===== src/rtl/pulse_encoder.sv =====
// pulse_encoder: turns a stream of symbols into one-wire high/low pulses,
// with an optional low latch gap between frames.
module pulse_encoder #(
    parameter int unsigned WORD_SZ = 1,
    parameter logic [WORD_SZ-1:0] BIT0 = '0,
    parameter logic [WORD_SZ-1:0] BIT1 = WORD_SZ'(1),
    parameter int unsigned T0H    = 6,
    parameter int unsigned T0L    = 13,
    parameter int unsigned T1H    = 13,
    parameter int unsigned T1L    = 6,
    parameter int unsigned TRESET = 3000
) (
    input  logic               clk,
    input  logic               reset,
    input  logic [WORD_SZ-1:0] sym,
    input  logic               sym_valid,
    input  logic               frame_end,
    output logic               sym_ready,
    output logic               dout,
    output logic               busy,
    output logic               err
);

    localparam int unsigned MAX_0  = (T0H > T0L) ? T0H : T0L;
    localparam int unsigned MAX_1  = (T1H > T1L) ? T1H : T1L;
    localparam int unsigned MAX_01 = (MAX_0 > MAX_1) ? MAX_0 : MAX_1;
    localparam int unsigned MAX_T  = (MAX_01 > TRESET) ? MAX_01 : TRESET;
    localparam int unsigned CNT_W  = $clog2(MAX_T + 1);

    typedef enum logic [1:0] {StIdle, StHigh, StLow, StLatch} state_t;

    state_t             state_q, state_d;
    logic [CNT_W-1:0]   cnt_q, cnt_d;     // cycles remaining in current state
    logic [CNT_W-1:0]   low_q, low_d;     // low length of the symbol in flight
    logic               dout_q, dout_d;
    logic               ready_q, ready_d;
    logic               busy_q, busy_d;
    logic               err_q, err_d;
    logic               accept;
    logic               xfer;

    assign xfer = sym_valid && ready_q;

    // Next-state, counter and registered-output computation
    always_comb begin
        state_d = state_q;
        cnt_d   = cnt_q;
        low_d   = low_q;
        err_d   = 1'b0;
        accept  = 1'b0;

        unique case (state_q)
            StIdle: accept = 1'b1;
            StHigh: begin
                if (cnt_q == CNT_W'(1)) begin
                    state_d = StLow;
                    cnt_d   = low_q;
                end else begin
                    cnt_d = cnt_q - CNT_W'(1);
                end
            end
            StLow: begin
                if (cnt_q == CNT_W'(1)) accept = 1'b1;
                else                    cnt_d  = cnt_q - CNT_W'(1);
            end
            StLatch: begin
                if (cnt_q == CNT_W'(1)) begin
                    state_d = StIdle;
                    cnt_d   = '0;
                end else begin
                    cnt_d = cnt_q - CNT_W'(1);
                end
            end
            default: begin
                state_d = StIdle;
                cnt_d   = '0;
            end
        endcase

        // Accepting cycle: a symbol beats frame_end; an unmatched or X symbol
        // falls through both compares and is dropped with an error pulse.
        if (accept) begin
            if (xfer && (sym == BIT1)) begin
                state_d = StHigh;
                cnt_d   = CNT_W'(T1H);
                low_d   = CNT_W'(T1L);
            end else if (xfer && (sym == BIT0)) begin
                state_d = StHigh;
                cnt_d   = CNT_W'(T0H);
                low_d   = CNT_W'(T0L);
            end else begin
                err_d = xfer;
                if (frame_end) begin
                    state_d = StLatch;
                    cnt_d   = CNT_W'(TRESET);
                end else begin
                    state_d = StIdle;
                    cnt_d   = '0;
                end
            end
        end

        dout_d  = (state_d == StHigh);
        ready_d = (state_d == StIdle) || ((state_d == StLow) && (cnt_d == CNT_W'(1)));
        busy_d  = (state_d != StIdle);
    end

    // State and output registers with synchronous reset
    always_ff @(posedge clk) begin
        if (reset) begin
            state_q <= StIdle;
            cnt_q   <= '0;
            low_q   <= '0;
            dout_q  <= 1'b0;
            ready_q <= 1'b1;
            busy_q  <= 1'b0;
            err_q   <= 1'b0;
        end else begin
            state_q <= state_d;
            cnt_q   <= cnt_d;
            low_q   <= low_d;
            dout_q  <= dout_d;
            ready_q <= ready_d;
            busy_q  <= busy_d;
            err_q   <= err_d;
        end
    end

    assign sym_ready = ready_q;
    assign dout      = dout_q;
    assign busy      = busy_q;
    assign err       = err_q;

endmodule


===== config.mk =====
export PLATFORM = sky130hd
export DESIGN_NAME = pulse_encoder
export DESIGN_NICKNAME = d
export VERILOG_FILES = /design/src/rtl/pulse_encoder.sv
export SDC_FILE = /design/constraint.sdc
export NUM_CORES = 1
export LEC_CHECK = 0
export CAP_MARGIN = 20
export CORE_MARGIN = 1
export CORE_UTILIZATION = 40
export DETAILED_ROUTE_END_ITERATION = 16
export PLACE_DENSITY_LB_ADDON = 0.1
export SKIP_LAST_GASP = 1
export SLEW_MARGIN = 25
export SYNTH_ARGS = -nofsm -noshare
export SYNTH_HDL_FRONTEND = slang
export SYNTH_SLANG_ARGS = --single-unit

===== constraint.sdc =====
create_clock -name clk -period 3.7 [get_ports clk]
set_input_delay 0.37 -clock clk [delete_from_list [all_inputs] [get_ports clk]]
set_output_delay 0.37 -clock clk [all_outputs]
set_load 0.05 [all_outputs]

* Word level (Yosys, flattened, before mapping)
Index checks and enable logic that the tools add are counted.
Word-level totals: register bits 30, input bits 5, output and inout bits 4, word-level logic and storage cells 47
Operators by class: add/sub/neg operators 1, equal/unequal tests 7, mux-type cells 19, bitwise operators 2, reduce and logical (&&, ||, !) cells 11
Operators by type and width (number):
- two-way mux 12 bit | 9
- case mux 12 bit (3 select lines) | 1
- equality test 12 x 1 -> 1 bit (second input constant) | 2
- two-way mux 2 bit | 6
- subtractor 12 x 1 -> 12 bit (second input constant) | 1
- equality test 2 bit (second input constant) | 3
- equality test 2 x 1 -> 1 bit (second input constant) | 2
- logical AND 1 bit | 4
- zero test 2 bit | 2
- case mux 2 bit (2 select lines) | 1
- nonzero test 2 bit | 2
- OR reduction 4 bit | 1
- NOT 1 bit | 2
- case mux 1 bit (2 select lines) | 1
- AND reduction 2 bit | 1
- logical OR 1 bit | 1
- two-way mux 1 bit | 1

* Depth between registers and ports, before layout
depth after elaboration 8, depth in mapped cells 10, mapped depth without buffers 9

* Worst setup path after synthesis
Ideal clock, no wire load.
path kind reg2reg, start reg cnt_q[2], end reg ready_q, in the netlist sym_ready, library setup time 0.069 ns, data arrival time 2.810 ns, data required time 3.631 ns, path slack 0.821 ns, stages on the path, launching flop included 10, buffers on the path 2, period minus slack after synthesis 2.879 ns, cells stage by stage dfxtp_1 or4_1 buf_2 or4_4 buf_6 ha_1 or4b_2 nand3_1 o211ai_1 o21ai_1
Between the ends: longest elaborated chain between the ends 7, elaborated cells on any way between the ends 18, classes of those cells add/sub: 1; eq/ne: 3; mux: 11; reduce/logical: 3
RTL lines:
- from (decl) | line 33 | logic [CNT_W-1:0] cnt_q, cnt_d;
- from (signal assigned) | line 120 | cnt_q <= cnt_d;
- subtractor 12 x 1 -> 12 bit or equality test 12 x 1 -> 1 bit (tied branches)
- two-way mux 12 bit, or another cell as far along | line 67 | if (cnt_q == CNT_W'(1)) begin
- case mux 12 bit (3 select lines), or another cell as far along | line 52 | unique case (state_q)
- two-way mux 12 bit or two-way mux 2 bit (tied branches) | line 82 | if (accept) begin
- equality test 12 x 1 -> 1 bit or equality test 2 bit (tied branches) | line 104 | ready_d = (state_d == StIdle) || ((state_d == StLow) && (cnt_d == CNT_W'(1)));
- logical AND 1 bit | line 104
- logical OR 1 bit * | line 104
- to (signal assigned) | line 123 | ready_q <= ready_d;
- to (decl) | line 36 | logic ready_q, ready_d;
Every way passes the cells marked *; elsewhere a longest branch is shown, timed or not. A chain may end at the register's enable or synchronous reset.

* Final worst setup path
Same ends and word-level chain as after synthesis.

==> out/metrics.yaml <==
clock_tree:
  root_buffer: "clkbuf_4"
  cts_tree: "done"
  cts_buffer_depth: 2
  hold_buffers: 0
  path_clk_slew_ns: 0.12
  cts_num_sinks: 21
  cts_buffers: 3
  htreeDepth: 1
  post_cts_resized: 0
  clk_latency_ns: 0.32
  cts_setup_buffers: 0
global_route:
  antenna_found_initial: 0
  grt_max_degree: 20
  grt_pass1_wl_um: 4760
  grt_pass1_vias: 951
  grt_use_total: 0.198
  grt-ovfl-total: 0
power:
  p_leak_nw: 0.497
  power_mw: 0.931
  power_density_mw_per_mm2: 699
  ir_drop_mv: 0.252
synth:
  synth.avg_cell_area_um2: 8.77
  syn_inst: 139
  synth_area_leaders: "dfxtp_1, xor2_1, nor2_1, a21oi_1, nand2_1"
  ys_seq_area_frac: 0.345
  yosys_warnings: 0
  ys_seq_elements: 21
  synth_flop_cell: "dfxtp_1"
  synth_edf_count: 0
  yosysTopAreaCell: "dfxtp_1"
  synth.top_cell.area_share: 0.345
  syn-num-nets: 147
  syn-cell-area_mm2: 0.00122
  synthArstFlopShare: 0
  synth_cell_types: 50
placed_design:
  detailed_place.area_mm2: 0.00131
  portBuffers: 8
  placedCellCount: 172
  gp_congestion: 0.851
  post-place-ws_ns: 0.682
  hpwl_um: 2070
cells_and_area:
  area_growth_pct: 9.34
  drive_above_1_share: 0.124
  diodes: 0
  fin_area_mm2: 0.00133
  final_common_cell: "dfxtp_1"
  layout_common_cells: "dfxtp_1, nor2_1, nand2_1"
  final_util: 0.471
  nNetsFinal: 154
  fin_cells: 176
die:
  dieArea_mm2: 0.00327
  die_h_um: 57.2
  core_mm2: 0.00283
  start_util: 0.431
  num_rows: 19
  io_pins: 9
  die_x_um: 57.2
timing:
  tns_ns: 0
  setup_viol: 0
  setup_slack_ns: 0.672
  relSlewSlack: 0.505
  timing.hold.ws_ns: 0.494
  rsz0062_at_grt: "false"
  layout_min_cycle_time_ns: 3.03
  finClkSkew_ns: 0.00453
  drv_slew: 0
  maxClockFrequency_ghz: 0.330
  fin_crit_sh: 0.818
  hold_violations: 0
  worst_pin_slew_ns: 0.740
routing:
  ant_nets: 0
  drc: 0
  wl_um: 2840
  firstDrtPassIters: 5
  drt_iter0_markers: 27
  via_per_inst: 5.95
  wl_per_cell_um: 16.2
  vias: 1047
worst_setup_path:
  path_delay_family: "simple AND/OR/NAND/NOR gates"
  crit_type: "flip-flop to flip-flop"
  worstPathMaxFanout: 10
  cp.arrival_ns: 3.30
  critical_path_required_ns: 3.97
  r2r_slack_ns: 0.67
  max_stage_delay_ns: 0.69
  setup.worst_path.end_class: "flip-flop"
  crit_chain: "or4_1, or4_4, ha_1, or4b_2, nand3_1, o211ai_1, o21ai_1"
  cp_num_buf_inv: 0
  start_kind: "flip-flop"
  cp_slowest_cell: "or4_1"
flow_run:
  cap_violations: 0
worst_hold_path:
  min_path_type: "flip-flop to flip-flop"
outcome:
  status: "finished, final reports clean"
power by group:
| group | leakage, nW | switching (mW) | internal, mW | total (mW) |
|---|---|---|---|---|
| clock network | 0.0150 | 0.0767 | 0.0423 | 0.119 |
| registers | 0.174 | 0.0667 | 0.276 | 0.343 |
| logic | 0.308 | 0.274 | 0.195 | 0.469 |
cell families (layout without fill, tap and decap cells):
family          count (synthesis)  count (layout)  synth area share
xor+xnor                        9               9            0.0647
flops                          21              21             0.345
mux                             3               3            0.0257
other cells                     1               1           0.00308
compound gates                 31              31             0.203
buf+inv                         9              15            0.0349
fa+ha+maj                       3               3            0.0308
simple gates                   62              62             0.293
routing by layer:
layer | vias to the layer above | GRT usage | wire length [µm]
met5 | - | 0 | 0
met4 | 0 | 0.0836 | 57
met3 | 5 | 0.0408 | 123
met2 | 21 | 0.289 | 1280
met1 | 499 | 0.284 | 1390
li1 | 522 | - | -
tightest hold or removal path, delay by kind of cell, from the launching register on:
family / cells / cell delay (ns)
simple gates: 2 / 0.12
flops: 1 / 0.35
registers in the layout, indices dropped and copies added, names as in the netlist:
signal and flops:
sym_ready 1, cnt_q 12, busy 1, low_q 3, err 1, dout 1
state_q 2
Yosys cell counts (2+ instances only):
library cell / instances
a21oi_1: 10
buf_1: 2
clkbuf_1: 2
dfxtp_1: 21
ha_1: 3
inv_1: 3
mux2i_1: 2
nand2_1: 12
nand2b_1: 3
nand3_1: 3
nor2_1: 15
nor2b_1: 2
nor3_1: 6
nor3b_1: 3
o21ai_0: 3
o21ai_1: 2
or2_2: 2
or3_1: 3
or4_1: 4
xnor2_1: 2
xor2_1: 7
path summary, 6_finish.rpt:
path	startpoint	end	depth (start not counted)
worst max-delay path	cnt_q[2]$_SDFF_PP0_	sym_ready$_SDFF_PP1_	7
worst min-delay path	low_q[2]$_SDFFE_PP0P_	low_q[2]$_SDFFE_PP0P_	2
worst max register to register	cnt_q[2]$_SDFF_PP0_	sym_ready$_SDFF_PP1_	7
worst min register to register	low_q[2]$_SDFFE_PP0P_	low_q[2]$_SDFFE_PP0P_	2
cell type report:
| type | count | area (µm²) |
|---|---|---|
| Inverter | 3 | 11.3 |
| Clock buffer | 4 | 26.3 |
| Tap cell | 31 | 38.8 |
| Timing Repair Buffer | 8 | 80.1 |
| Multi-Input combinational cell | 109 | 756 |
| Sequential cell | 21 | 420 |
| Fill cell | 282 | 1500 |
(Power assumes the default switching activity.)
